`src/rtl/des_perm_unit.sv`:
```
// DES Initial/Final bit-permutation engine with a configurable number of output
// bits produced per cycle (64 = single step, 1 = fully serial).
module des_perm_unit #(
    parameter int BITS_PER_CYCLE = 64
) (
    input  logic        clk,
    input  logic        rst,
    input  logic        in_valid,
    output logic        in_ready,
    input  logic [63:0] in_data,
    input  logic        in_mode,
    output logic        out_valid,
    input  logic        out_ready,
    output logic [63:0] out_data,
    output logic        busy,
    output logic [1:0]  dbg_state
);
    localparam int NSTEPS = 64 / BITS_PER_CYCLE;
    localparam int CW     = (NSTEPS > 1) ? $clog2(NSTEPS) : 1;
    localparam logic [CW-1:0] LAST_STEP = CW'(NSTEPS - 1);

    if (!(BITS_PER_CYCLE == 1  || BITS_PER_CYCLE == 2  || BITS_PER_CYCLE == 4 ||
          BITS_PER_CYCLE == 8  || BITS_PER_CYCLE == 16 || BITS_PER_CYCLE == 32 ||
          BITS_PER_CYCLE == 64)) begin : g_bad_width
        $error("des_perm_unit: BITS_PER_CYCLE must be a power of two from 1 to 64");
    end

    // Entry i holds the source DES bit (1..64, MSB-first) for output DES bit i+1.
    localparam int IP_TAB [64] = '{
        58, 50, 42, 34, 26, 18, 10, 2,
        60, 52, 44, 36, 28, 20, 12, 4,
        62, 54, 46, 38, 30, 22, 14, 6,
        64, 56, 48, 40, 32, 24, 16, 8,
        57, 49, 41, 33, 25, 17,  9, 1,
        59, 51, 43, 35, 27, 19, 11, 3,
        61, 53, 45, 37, 29, 21, 13, 5,
        63, 55, 47, 39, 31, 23, 15, 7
    };
    localparam int FP_TAB [64] = '{
        40, 8, 48, 16, 56, 24, 64, 32,
        39, 7, 47, 15, 55, 23, 63, 31,
        38, 6, 46, 14, 54, 22, 62, 30,
        37, 5, 45, 13, 53, 21, 61, 29,
        36, 4, 44, 12, 52, 20, 60, 28,
        35, 3, 43, 11, 51, 19, 59, 27,
        34, 2, 42, 10, 50, 18, 58, 26,
        33, 1, 41,  9, 49, 17, 57, 25
    };

    typedef enum logic [1:0] {
        IDLE = 2'd0,
        BUSY = 2'd1,
        DONE = 2'd2
    } state_t;

    state_t          state_q;
    logic [CW-1:0]   cnt_q;
    logic [63:0]     blk_q;
    logic            mode_q;
    logic [63:0]     asm_q;
    logic [63:0]     perm_ip;
    logic [63:0]     perm_fp;
    logic [63:0]     perm_full;
    logic [63:0]     asm_next;

    assign dbg_state = state_q;

    for (genvar i = 0; i < 64; i++) begin : g_perm
        assign perm_ip[63-i] = blk_q[64-IP_TAB[i]];
        assign perm_fp[63-i] = blk_q[64-FP_TAB[i]];
    end

    assign perm_full = mode_q ? perm_fp : perm_ip;

    // Only the chunk addressed by the step counter is copied into the assembly register.
    always_comb begin
        asm_next = asm_q;
        for (int s = 0; s < NSTEPS; s++) begin
            if (cnt_q == CW'(s)) begin
                asm_next[63 - s*BITS_PER_CYCLE -: BITS_PER_CYCLE] =
                    perm_full[63 - s*BITS_PER_CYCLE -: BITS_PER_CYCLE];
            end
        end
    end

    // Handshake: a transfer happens on a rising edge where valid and ready are both high;
    // out_valid/out_data hold steady until out_ready, and in_ready is high only in IDLE.
    always_ff @(posedge clk) begin
        if (rst) begin
            state_q   <= IDLE;
            cnt_q     <= '0;
            blk_q     <= '0;
            mode_q    <= 1'b0;
            asm_q     <= '0;
            in_ready  <= 1'b1;
            out_valid <= 1'b0;
            out_data  <= '0;
            busy      <= 1'b0;
        end else begin
            case (state_q)
                IDLE: begin
                    if (in_valid && in_ready) begin
                        blk_q    <= in_data;
                        mode_q   <= in_mode;
                        cnt_q    <= '0;
                        asm_q    <= '0;
                        in_ready <= 1'b0;
                        busy     <= 1'b1;
                        state_q  <= BUSY;
                    end
                end
                BUSY: begin
                    asm_q <= asm_next;
                    if (cnt_q == LAST_STEP) begin
                        out_data  <= asm_next;
                        out_valid <= 1'b1;
                        busy      <= 1'b0;
                        cnt_q     <= '0;
                        state_q   <= DONE;
                    end else begin
                        cnt_q <= cnt_q + CW'(1);
                    end
                end
                DONE: begin
                    if (out_ready) begin
                        out_valid <= 1'b0;
                        in_ready  <= 1'b1;
                        state_q   <= IDLE;
                    end
                end
                default: begin
                    state_q   <= IDLE;
                    in_ready  <= 1'b1;
                    out_valid <= 1'b0;
                    busy      <= 1'b0;
                end
            endcase
        end
    end
endmodule

```
`config.mk`:
```
export PLATFORM = sky130hd
export DESIGN_NAME = des_perm_unit
export DESIGN_NICKNAME = d
export VERILOG_FILES = /design/src/rtl/des_perm_unit.sv
export SDC_FILE = /design/constraint.sdc
export NUM_CORES = 1
export LEC_CHECK = 0
export CAP_MARGIN = 10
export CORE_MARGIN = 2
export CORE_UTILIZATION = 48
export DETAILED_ROUTE_END_ITERATION = 8
export PLACE_DENSITY = 0.9
export SLEW_MARGIN = 20
export SYNTH_ARGS = -nofsm -noshare
export SYNTH_HDL_FRONTEND = slang
export SYNTH_SLANG_ARGS = --single-unit
```
`constraint.sdc`:
```
create_clock -name clk -period 1.3 [get_ports clk]
set_input_delay 0.26 -clock clk [delete_from_list [all_inputs] [get_ports clk]]
set_output_delay 0.26 -clock clk [all_outputs]
set_load 0.1 [all_outputs]
```
==> results of run 1 <==
## flip-flops by register name (all words and copies together) (netlist names)
name and cells:
in_ready 1, out_valid 1, mode_q 1, blk_q 64
out_data 64, busy 1, dbg_state 2
## kinds of logic (layout without fill, tap and decap cells)
logic type / count (synthesis) / count (layout) / synth area share
simple gates: 211 / 211 / 0.1578
flops: 134 / 134 / 0.5149
mux: 60 / 60 / 0.1153
compound gates: 133 / 133 / 0.1571
buf+inv: 50 / 257 / 0.05499
other cells: 0 / 1 / 0
## worst max path at each step
| stage | from | endpoint | cells past startpoint |
|---|---|---|---|
| 3_3_place_gp | in_valid | blk_q[2]$_SDFFE_PP0P_ | 5 |
| 3_5_place_dp | in_valid | blk_q[10]$_SDFFE_PP0P_ | 5 |
| 4_1_cts | dbg_state[0]$_SDFFE_PP0P_ | dbg_state[0] | 2 |
| 2_1_floorplan | dbg_state[0]$_SDFFE_PP0P_ | out_data[28]$_SDFFE_PP0P_ | 5 |
| 6_report | dbg_state[1]$_SDFFE_PP0P_ | blk_q[14]$_SDFFE_PP0P_ | 5 |
| 5_1_grt | dbg_state[1]$_SDFFE_PP0P_ | blk_q[14]$_SDFFE_PP0P_ | 5 |
## power by group
group / switching (mW) / internal [mW]
Clock: 2.12 / 2.80
Sequential: 0.434 / 4.45
Combinational: 2.70 / 1.83
Total: 5.25 / 9.08
## synthesized netlist by cell type, drive strengths merged
cell type,n
nand4bb,1
clkbuf,15
dfxtp,134
buf,35
nor2,65
nor3,1
mux2i,60
nand2b,3
a21oi,72
and4bb,1
nand2,138
nor2b,2
a211oi,61
## cell type report
type | count | area, um^2 | area share
Tap cell | 140 | 175.2 | 0.01780
Clock inverter | 14 | 151.4 | 0.01538
Timing Repair Buffer | 225 | 3288 | 0.3341
Clock buffer | 18 | 427.9 | 0.04348
Multi-Input combinational cell | 404 | 2988 | 0.3036
Sequential cell | 134 | 2808 | 0.2853
Antenna cell | 1 | 2.502 | 0.0002543
## through the flow
stage / TNS, ns / utilization
floorplan: -2.667 / -
global placement: -15.28 / 0.7035
detailed placement: -18.74 / 0.7035
CTS: -3.140 / 0.7930
global route: -12.84 / 0.9199
finish: -10.48 / 0.9199
## routing by layer
| metal | global-route usage | wire length, um | up-vias |
|---|---|---|---|
| met4 | 0.1291 | 2294 | 0 |
| met5 | 0 | 0 | - |
| met3 | 0.07535 | 3140 | 203 |
| met1 | 0.3679 | 9489 | 2851 |
| li1 | - | - | 2413 |
| met2 | 0.5368 | 12410 | 570 |
## timing repair
item,4_1_cts,5_1_grt
pin swaps,1,29
setup buffers,22,23
cloned,3,21
gates resized for setup,75,196
endpoints found under the setup margin,77,185
==> results.yml, run 1 <==
run_status:
  status: "complete, but fails checks"
  failed_checks: "negative setup slack"
global_route:
  gr-total-overflow: 0
  track_usage: 0.3102
  grt_pass1_vias: 5148
  grt_pass1_wl_um: 27540
  antenna_found_initial: 1
  grt_max_degree: 55
clock_network:
  cts_hold_buf: 0
  clk_path_buf_depth: 2
  cts_buffers: 17
  htreeDepth: 4
  clock-sinks: 134
  clkTransAtPathRegs_ns: 0.07
  insertion_delay_ns: 0.55
  cts_tree: "yes"
  cts_root_buffer: "clkbuf_8"
synth:
  synthCells: 588
  syn-num-nets: 657
  synth.distinct_cells: 15
  synthesis.area_um2: 5210
  synth_seq_area_share: 0.5149
  synth_area_per_cell_um2: 8.861
  yosysTopAreaCell: "dfxtp_1"
  netlist.area_leader.share: 0.5149
  synth_area_leaders: "dfxtp_1, mux2i_1, nand2_1"
  synth_seq_cells: 134
  ys_warn_count: 0
route:
  drt-pass1-iter-count: 5
  wl_per_cell_um: 29.20
  viasPerCell: 6.450
  vias: 6037
  routed_wl_um: 27330
  drtIter0Drc: 740
  drc: 0
  drtAntennaViolNets: 0
sta:
  slew_violations: 0
  fin_skew_ns: 0.01012
  finalWorstSetupSlack_ns: -0.2048
  max-slew-margin-rel: 0.7442
  worst_pin_slew_ns: 0.3730
  setup_viol: 172
  period_minus_slack_ns: 1.505
  rsz0062_at_grt: "yes"
  fmax_mhz: 664.6
  hold_viol_final: 0
  holdWs_ns: 0.04978
  min_period_over_period: 1.158
floorplan:
  ios: 138
  initial_core_util: 0.4870
  die-area_um2: 11700
  core-area_um2: 10700
  row_count: 38
  die_y_um: 108.2
  dieWidth_um: 108.2
setup_path:
  r2r_end: "blk_q[14]$_SDFFE_PP0P_"
  crit_arrival_ns: 1.96
  r2r-start: "dbg_state[1]$_SDFFE_PP0P_"
  critPathBufInv: 2
  r2r_slack_ns: -0.20
  critical_path.top_delay_family: "simple AND/OR/NAND/NOR gates"
  cpMaxStageDelayCell: "and4bb_4"
  critPathLaunchType: "flip-flop"
  endpoint_kind: "flip-flop"
  worst_r2r_path_depth: 5
  worstPathRequired_ns: 1.76
  path_class: "flip-flop to flip-flop"
  crit_chain: "and4bb_4, buf_12, buf_16, nand2_1, a21oi_1"
  slowest_delay_ns: 0.40
  crit_fanout: 11
hold_path:
  hold_class: "primary input to flip-flop"
  hp-start: "rst"
  whs_endpoint: "blk_q[28]$_SDFFE_PP0P_"
  holdPathStages: 2
cells_and_area:
  nFillCells: 316
  num-nets-final: 851
  final_cell_mix: "buf_12, nand2_1, clkdlybuf4s50_1"
  layout_commonest_cell: "buf_12"
  syn_to_final_growth_pct: 88.88
  layoutNonFillerInstCount: 936
  final_cell_area_um2: 9841
  drive_gt1_frac: 0.5182
placement:
  io_buffers: 137
  dp_slack_ns: -0.3737
  dp_cells: 834
  place.gp.congestion: 0.7914
  placed_cell_area_um2: 7526
  dp_hpwl_um: 10420
power_and_ir_drop:
  total_power_mw: 14.34
  p_leak_nw: 3.691
  ir_worst_vdd_v: 0.001344
  p_per_area_nw_per_um2: 1457
flow_run:
  cap_violations: 0
Power figures use the tool's default switching activity.
==> run 2: changes to the inputs <==
--- a/config.mk
+++ b/config.mk
@@ -5,11 +5,13 @@
 export SDC_FILE = /design/constraint.sdc
 export NUM_CORES = 1
 export LEC_CHECK = 0
+export ABC_AREA = 1
 export CAP_MARGIN = 10
 export CORE_MARGIN = 2
-export CORE_UTILIZATION = 48
+export CORE_UTILIZATION = 50
+export CTS_CLUSTER_SIZE = 12
 export DETAILED_ROUTE_END_ITERATION = 8
-export PLACE_DENSITY = 0.9
+export PLACE_DENSITY = 0.91
 export SLEW_MARGIN = 20
 export SYNTH_ARGS = -nofsm -noshare
 export SYNTH_HDL_FRONTEND = slang
==> run 2 against run 1 <==
Net effect:
- critical path depth down 4
- global-route usage down 2.1 points
- clock skew up 0.0029 ns
- register-to-register slack better by 0.26 ns
- largest cell class is now multi-input combinational cells
- cell area down 11%
- largest power group unchanged
- the run now ends clean
==> results.yml, run 2 <==
run_status:
  status: "complete, no violations"
synth:
  synth_top_flop_cell: "dfxtp_1"
  synth_seq_cells: 134
  yosysMostFrequentCell: "nand2_1"
  netlist.area_leader.share: 0.4596
  synth_seq_area_share: 0.4596
  synth_area_per_cell_um2: 6.819
  synth_common_cells: "nand2_1, nor2_1, dfxtp_1, nand3b_1, a21oi_1"
  ys_warn_count: 0
  yosysTopAreaCell: "dfxtp_1"
  ys_async_sr_fraction: 0
  synthesis.area_um2: 5837
  synth_area_leaders: "dfxtp_1, nand2_1, nor2_1"
  synthCells: 856
  synth.distinct_cells: 15
  syn-num-nets: 925
  synth_edf_count: 0
global_route:
  grt_max_degree: 66
  grt_pass1_vias: 5698
  grt_pass1_wl_um: 28750
  track_usage: 0.2893
  antenna_found_initial: 5
  gr-total-overflow: 0
cells_and_area:
  nFillCells: 705
  final_cell_mix: "nand2_1, nor2_1, dfxtp_1"
  syn_to_final_growth_pct: 50.29
  layoutNonFillerInstCount: 1127
  layout_commonest_cell: "nand2_1"
  num-nets-final: 1037
  drive_gt1_frac: 0.1397
setup_path:
  cpMaxStageDelayCell: "dfxtp_1"
  critical_path.top_delay_family: "flip-flops"
  endpoint_kind: "output pin"
  r2r-start: "dbg_state[1]$_SDFFE_PP0P_"
  r2r_slack_ns: 0.06
  worst_r2r_path_depth: 5
  path_class: "flip-flop to output pin"
  crit_arrival_ns: 1.03
  crit_chain: "buf_12"
  crit_fanout: 2
  worstPathRequired_ns: 1.04
  critPathBufInv: 1
  r2r_end: "out_data[51]$_SDFFE_PP0P_"
  critPathLaunchType: "flip-flop"
  slowest_delay_ns: 0.40
clock_network:
  clk_path_buf_depth: 2
  cts_tree: "yes"
  htreeDepth: 4
  post_cts_buffers: 0
  clkTransAtPathRegs_ns: 0.06
  cts_buffers: 17
  cts_root_buffer: "clkbuf_16"
  clock-sinks: 134
  insertion_delay_ns: 0.43
  cts_hold_buf: 0
floorplan:
  ios: 138
  core-area_um2: 11420
  initial_core_util: 0.5112
  die-area_um2: 12550
  row_count: 39
  dieWidth_um: 112.0
  die_y_um: 112.0
placement:
  dp_cells: 1091
  dp_slack_ns: -0.2640
  place.gp.congestion: 0.8688
  dp_hpwl_um: 11240
  io_buffers: 137
hold_path:
  hold_class: "primary input to flip-flop"
  whs_endpoint: "out_data[61]$_SDFFE_PP0P_"
  hp-start: "rst"
  holdPathStages: 3
flow_run:
  cap_violations: 0
route:
  wl_per_cell_um: 16.25
  drt-pass1-iter-count: 5
  drc: 0
  viasPerCell: 5.377
  vias: 6060
  drtAntennaViolNets: 0
  routed_wl_um: 18320
  drtIter0Drc: 625
sta:
  setup_viol: 0
  worst_pin_slew_ns: 0.2976
  max-slew-margin-rel: 0.8016
  fin_skew_ns: 0.01301
  finalWorstSetupSlack_ns: 0.01001
  hold_viol_final: 0
  min_period_over_period: 0.9923
  period_minus_slack_ns: 1.290
  fmax_mhz: 775.2
  rsz0062_at_grt: "yes"
  slew_violations: 0
power_and_ir_drop:
  switching_share: 0.2938
  clockPowerShare: 0.427
  p_leak_nw: 3.686
  switchingPower_mw: 3.706
  ir_worst_vdd_v: 0.0008518
  cell_internal_pwr_mw: 8.907
  p_seq_frac: 0.370
  p_per_area_nw_per_um2: 1438
  combPwrFrac: 0.203
[run 2: logic make-up (layout without fill, tap and decap cells)]
kind of cell	after synthesis	after routing	synth area share
AOI/OAI and AO/OA	68	68	0.05831
other	0	3	0
buffers and inverters	70	195	0.06431
and+or+nand+nor	584	584	0.4178
DFF	134	134	0.4596
[run 2: how the worst max path moves through the flow]
stage / from / slack, ns / endpoint / cells past startpoint
CTS: out_data[2]$_SDFFE_PP0P_ / 0.007 / out_data[2] / 1
detailed placement: in_valid / -0.26 / blk_q[8]$_SDFFE_PP0P_ / 7
floorplan: dbg_state[1]$_SDFFE_PP0P_ / 0.02 / out_data[0]$_SDFFE_PP0P_ / 6
global placement: in_valid / -0.20 / blk_q[35]$_SDFFE_PP0P_ / 7
finish: out_data[58]$_SDFFE_PP0P_ / 0.01 / out_data[58] / 1
global route: out_data[51]$_SDFFE_PP0P_ / -0.009 / out_data[51] / 1
[run 2: metrics by stage]
| stage | cell area (um^2) | setup TNS [ns] | hold WS, ns | util | total power [mW] |
|---|---|---|---|---|---|
| global route | 8770 | -0.01833 | 0.3386 | 0.7680 | 12.98 |
| detailed placement | 8070 | -14.64 | 0.4745 | 0.7068 | 7.209 |
| finish | 8772 | 0 | 0.3379 | 0.7682 | 12.61 |
| floorplan | 5858 | 0 | 0.4383 | - | 6.286 |
| global placement | 8070 | -11.44 | 0.4586 | 0.7068 | 7.146 |
| CTS | 8731 | 0 | 0.3189 | 0.7646 | 12.55 |
[run 2: final cells by class]
type                            instances  area [um^2]  area share
Clock buffer                           20        456.7     0.05206
Multi-Input combinational cell        652         2796      0.3188
Tap cell                              143        178.9     0.02040
Antenna cell                            3        7.507   0.0008558
Sequential cell                       134         2700      0.3078
Inverter                                8        35.03    0.003994
Timing Repair Buffer                  155         2397      0.2733
Clock inverter                         12        200.2     0.02282
[run 2: timing repair]
action                                  CTS  global route
pin swaps                                 0             0
gates cloned                              0             1
endpoints found under the setup margin    3             8
hold endpoints to repair                  0             0
gates resized for setup                   3             4
[run 2: worst register-to-register path, delay by kind of cell, from the launching register on]
family	cells	cell delay [ns]
simple gates	2	0.25
compound gates	1	0.18
flops	1	0.39
buf+inv	2	0.34
[run 2: metal layers]
layer / share of wire / vias to the layer above / GRT usage
li1: - / 2895 / -
met1: 0.38 / 2773 / 0.3404
met2: 0.49 / 310 / 0.4889
met3: 0.082 / 78 / 0.07883
met4: 0.048 / 4 / 0.1439
met5: 0.0015 / - / 0
[run 2: power by group through the flow]
stage / combinational, mW / clock, mW / sequential [mW]
finish: 2.56 / 5.38 / 4.67
global route: 2.74 / 5.54 / 4.70
CTS: 2.52 / 5.36 / 4.66
detailed placement: 2.47 / 0 / 4.74
global placement: 2.42 / 0 / 4.72
floorplan: 1.09 / 0 / 5.20
